## src/rtl/udp_encode8.sv

```systemverilog
// UDP header serialiser: latches the header fields on an accepted start and sends
// the 8 header bytes big-endian on an 8-bit valid/ready stream.
module udp_encode8 #(
    parameter int AVL_SIZE      = 8,
    parameter int BYTE_SIZE     = 8,
    parameter int HDR_BYTES     = 8,
    parameter int ZERO_CHECKSUM = 0
) (
    input  logic                clk,
    input  logic                sync_reset,
    input  logic                start,
    input  logic [15:0]         src_port,
    input  logic [15:0]         dst_port,
    input  logic [15:0]         payload_length,
    input  logic [15:0]         checksum,
    output logic                busy,
    output logic [AVL_SIZE-1:0] data_out,
    output logic                data_out_valid,
    input  logic                data_out_ready,
    output logic                data_out_sop,
    output logic                data_out_eop,
    output logic                hdr_done,
    output logic                length_error
);

    localparam int CNT_W = $clog2(HDR_BYTES);

    typedef enum logic {
        IDLE = 1'b0,
        SEND = 1'b1
    } state_t;

    state_t               state, state_nx;
    logic [CNT_W-1:0]     byte_cnt, byte_cnt_nx;
    logic [15:0]          src_q, dst_q, len_q, cks_q;
    logic [16:0]          len17;
    logic                 accept;
    logic                 fire;
    logic                 last_byte;
    logic [BYTE_SIZE-1:0] hdr_byte [HDR_BYTES];

    assign len17 = {1'b0, payload_length} + 17'd8;

    always_ff @(posedge clk) begin
        if (sync_reset) begin
            state    <= IDLE;
            byte_cnt <= '0;
        end else begin
            state    <= state_nx;
            byte_cnt <= byte_cnt_nx;
        end
    end

    always_comb begin
        state_nx       = state;
        byte_cnt_nx    = byte_cnt;
        accept         = 1'b0;
        fire           = 1'b0;
        last_byte      = (byte_cnt == CNT_W'(HDR_BYTES - 1));
        busy           = 1'b0;
        data_out_valid = 1'b0;
        data_out_sop   = 1'b0;
        data_out_eop   = 1'b0;
        data_out       = '0;
        case (state)
            IDLE: begin
                if (start) begin
                    accept      = 1'b1;
                    state_nx    = SEND;
                    byte_cnt_nx = '0;
                end
            end
            SEND: begin
                busy           = 1'b1;
                data_out_valid = 1'b1;
                data_out       = hdr_byte[byte_cnt];
                data_out_sop   = (byte_cnt == '0);
                data_out_eop   = last_byte;
                fire           = data_out_ready;
                if (fire) begin
                    if (last_byte) begin
                        state_nx    = IDLE;
                        byte_cnt_nx = '0;
                    end else begin
                        byte_cnt_nx = byte_cnt + 1'b1;
                    end
                end
            end
            default: begin
                state_nx    = IDLE;
                byte_cnt_nx = '0;
            end
        endcase
    end

    always_comb begin
        hdr_byte[0] = src_q[15:8];
        hdr_byte[1] = src_q[7:0];
        hdr_byte[2] = dst_q[15:8];
        hdr_byte[3] = dst_q[7:0];
        hdr_byte[4] = len_q[15:8];
        hdr_byte[5] = len_q[7:0];
        hdr_byte[6] = cks_q[15:8];
        hdr_byte[7] = cks_q[7:0];
    end

    // Fields are captured only on the accepted start, so input changes mid-header are invisible.
    always_ff @(posedge clk) begin
        if (sync_reset) begin
            src_q <= '0;
            dst_q <= '0;
            len_q <= '0;
            cks_q <= '0;
        end else if (accept) begin
            src_q <= src_port;
            dst_q <= dst_port;
            len_q <= len17[16] ? 16'hFFFF : len17[15:0];
            cks_q <= (ZERO_CHECKSUM != 0) ? 16'h0000 : checksum;
        end
    end

    always_ff @(posedge clk) begin
        if (sync_reset) begin
            hdr_done     <= 1'b0;
            length_error <= 1'b0;
        end else begin
            hdr_done     <= fire && last_byte;
            length_error <= accept && len17[16];
        end
    end

endmodule
```

## config.mk

```make
export PLATFORM = sky130hd
export DESIGN_NAME = udp_encode8
export DESIGN_NICKNAME = d
export VERILOG_FILES = /design/src/rtl/udp_encode8.sv
export SDC_FILE = /design/constraint.sdc
export NUM_CORES = 1
export LEC_CHECK = 0
export CORE_ASPECT_RATIO = 0.5
export CORE_UTILIZATION = 49
export DETAILED_ROUTE_END_ITERATION = 12
export GPL_TIMING_DRIVEN = 0
export HOLD_SLACK_MARGIN = 0.02
export MAX_ROUTING_LAYER = met4
export PLACE_DENSITY = 0.8
export SLEW_MARGIN = 5
export SYNTH_ARGS = -nofsm -noshare
export SYNTH_HDL_FRONTEND = slang
export SYNTH_SLANG_ARGS = --single-unit
```

## constraint.sdc

```tcl
create_clock -name clk -period 2.8 [get_ports clk]
set_clock_uncertainty 0.15 [all_clocks]
set_input_delay 0.84 -clock clk [delete_from_list [all_inputs] [get_ports clk]]
set_output_delay 0.84 -clock clk [all_outputs]
set_load 0.01 [all_outputs]
```

==> out/metrics.cfg <==
[run_status]
status = finished, final reports clean

[setup_path]
end_kind = primary output
cp.required_ns = 1.81
critPathLaunch = byte_cnt[0]
crit_buf_inv = 3
worstSetupStartpointType = flip-flop
reg2reg_setup_slack_ns = 0.81
worst-path-max-fanout = 4
crit_path_top_delay_cell = mux4_2
crit_path_end = data_out[4]
rr_worst_depth = 6
path_cells = buf_8 -> buf_12 -> mux4_2 -> mux2i_2 -> nor2b_1 -> buf_2
r2r_end = cks_q[4]
max_stage_delay_ns = 0.51
worstPathArrival_ns = 1.81
rr_startpoint = state
cp_num_cells = 6
cpLargestDelayFamily = multiplexers
crit_type = reg2out

[floorplanning]
io_pins = 82
die_area_mm2 = 0.00708
core_region_area_mm2 = 0.00628
row_count = 20
die_w_um = 118
fp.dieH_um = 60.0
start_util_pct = 52.5

[power_and_ir_drop]
p_clk_share_pct = 40.9
power.density_mw_per_mm2 = 551
vdd_drop_max_mv = 0.323
p_sw_share_pct = 24.7
combPwrFrac_pct = 15.5
p_switching_uw = 618
power_mw = 2.50
p_int_mw = 1.88
seqPwrFrac_pct = 43.6
leakage_nw = 1.68

[cts]
clock_sinks = 70
root_buffer = clkbuf_16
cts_buffers = 9
htreeDepth = 3
clock_path_buffers = 2
clk_pin_slew_ns = 0.05
cts_tree = yes
cts_hold_buf = 0
clock_latency_ns = 0.34

[timing]
rsz0062_at_grt = true
setup_viol = 0
worstMarginPinSlew_ns = 0.683
slew_headroom_pct = 54.5
tns_ns = 0
min_period_ns = 2.80
timing.final.crit_share_pct = 99.9
finalMaxSlewViolations = 0
finalHoldViolations = 0
fmax_ghz = 0.358

[global_route]
grtUsageTotal_pct = 27.2
antenna_found_initial = 0
grt_max_degree = 19
grt-ovfl-total = 0
grt_pass1_wl_um = 13600
grt_pass1_vias = 2821

[cells_and_area]
layout-area-overhead-vs-synth_pct = 37.6
num_antenna_cells = 0
nFillCells = 476
fin_cells = 559
nets = 538
drive_gt1_share_pct = 15.5

[synthesis]
ys_ff_latch = 70
yosys_warnings = 0
netlist.area_leader.share_pct = 42.5
syn_avg_cell_area_um2 = 8.91
syn-cell-area_mm2 = 0.00330
syn_nets = 442
synthDistinctLibCells = 33
yosys.area.top_type = dfxtp_1
seq_area_frac_synth_pct = 42.5
synthCells = 370
yosys-top-cells-area = dfxtp_1 43%, nand2_1 12%, mux4_2 11%

[route]
dr.pass1.iters = 7
drtIter0Drc = 169
via_count = 2952
drtAntennaViolNets = 0
routed_via_density = 5.28
routed_wl_um = 8750
wire_per_inst_um = 15.7
drc = 0

[hold_path]
hp-class = reg2reg

[placement]
dp_cells = 538
gp_congestion = 0.805
place_hpwl_um = 6150
portBuffers = 80

[run]
maxCapViolCount = 0

cells by family (layout without fill, tap and decap cells):
group	Yosys count	in the layout	synth area share, %
AOI/OAI and AO/OA	68	68	13.6
buffers and inverters	39	140	5.43
adders and majority gates	4	4	1.52
and+or+nand+nor	155	155	20.9
xor gates and xnor gates	9	9	2.39
muxes	25	25	13.7
DFF	70	70	42.5
synth_stat cells:
cell      count
nand3_1       3
nor4b_1       1
and4_1        1
inv_1         9
mux4_2       16
nor3b_1       1
nor2_1       26
nand4_4       1
buf_2         8
mux2i_1       9
nand2b_1      1
a21oi_2       1
nand4_1       1
a211oi_1      5
buf_6         2
a31o_2        1
nand3_2       2
a32oi_1       3
dfxtp_1      70
clkbuf_1     14
and2_1        1
a21oi_1      48
ha_1          4
xnor2_1       9
nand2_1     101
nor3_4        1
nor4_2        1
nor2b_1       9
buf_4         2
buf_1         4
a211oi_2     10
nor4_1        2
nor3_1        3
flip-flops by register name, summed over array words and instances (netlist names):
| name | flops |
|---|---|
| cks_q | 16 |
| dst_q | 16 |
| len_q | 16 |
| src_q | 16 |
| byte_cnt | 3 |
| hdr_done | 1 |
| length_error | 1 |
| state | 1 |
metrics by stage:
stage	cell area [µm²]	worst slack [ns]	hold WS [ns]	util, %
finish	4540	0.00295	0.301	72.2
global route	4540	-0.0810	0.319	72.2
global placement	4210	-0.140	0.290	67.0
detailed placement	4210	-0.162	0.293	67.0
CTS	4520	0.0141	0.303	72.0
floorplan	3300	0.444	0.283	-
tightest hold or removal path, stage by stage (launching register included):
cell and delay [ns]:
dfxtp_1 0.30, nand2_1 0.05, a21oi_1 0.05
cell usage in the layout (no fill, tap or decap), types with 2 or more instances in the layout:
cell             count
xnor2_1              9
nor3_1               3
buf_6                3
inv_1                9
nor4_1               2
dfxtp_2              2
a211oi_2            10
dlygate4sd2_1        2
mux4_2              16
mux2i_1              8
buf_2               14
clkdlybuf4s50_1     70
nand2_1            101
a211oi_1             5
clkbuf_1            18
buf_1                4
clkbuf_16            9
a32oi_1              3
buf_12               3
nand3_2              2
a21oi_1             48
buf_8                2
nor2_1              26
dfxtp_1             68
nor2b_1              9
ha_1                 4
nand3_1              3
buf_4                4
what timing repair did:
action	CTS	global route
setup buffers	5	1
cloned	0	0
resized for setup	43	1
endpoints found under the setup margin	10	7
pin swaps	0	0
power groups by stage:
stage,Clock (mW),Combinational (mW),Sequential [mW]
3_3_place_gp,0,0.367,1.11
3_5_place_dp,0,0.372,1.11
2_1_floorplan,0,0.203,1.10
4_1_cts,1.03,0.384,1.09
5_1_grt,1.07,0.419,1.10
6_report,1.02,0.388,1.09
layout make-up:
type                    count  area [µm²]  area share (%)
flip-flops and latches     70        1400            31.0
inverters                   9        33.8           0.745
multi-input cells         261        1720            37.9
well taps                  88         110            2.43
repair buffers             86         841            18.5
clock buffers              15         258            5.68
clock inverters             1        5.00           0.110
plain buffers              29         165            3.64
how the worst min path moves through the flow:
| stage | cells after the start | startpoint | endpoint |
|---|---|---|---|
| 2_1_floorplan | 2 | cks_q[15] | cks_q[15] |
| 3_5_place_dp | 2 | cks_q[9] | cks_q[9] |
| 3_3_place_gp | 2 | cks_q[9] | cks_q[9] |
| 4_1_cts | 2 | dst_q[10] | dst_q[10] |
| 5_1_grt | 2 | dst_q[0] | dst_q[0] |
| 6_report | 2 | dst_q[10] | dst_q[10] |
per-layer routing:
layer | track usage, % | up-vias | share of wire, %
li1 | - | 1450 | -
met1 | 31.5 | 1369 | 42
met2 | 45.7 | 111 | 46
met3 | 6.58 | 22 | 8.9
met4 | 13.4 | 0 | 2.5
met5 | - | - | 0
No activity file was read; power rests on OpenSTA's default activity.
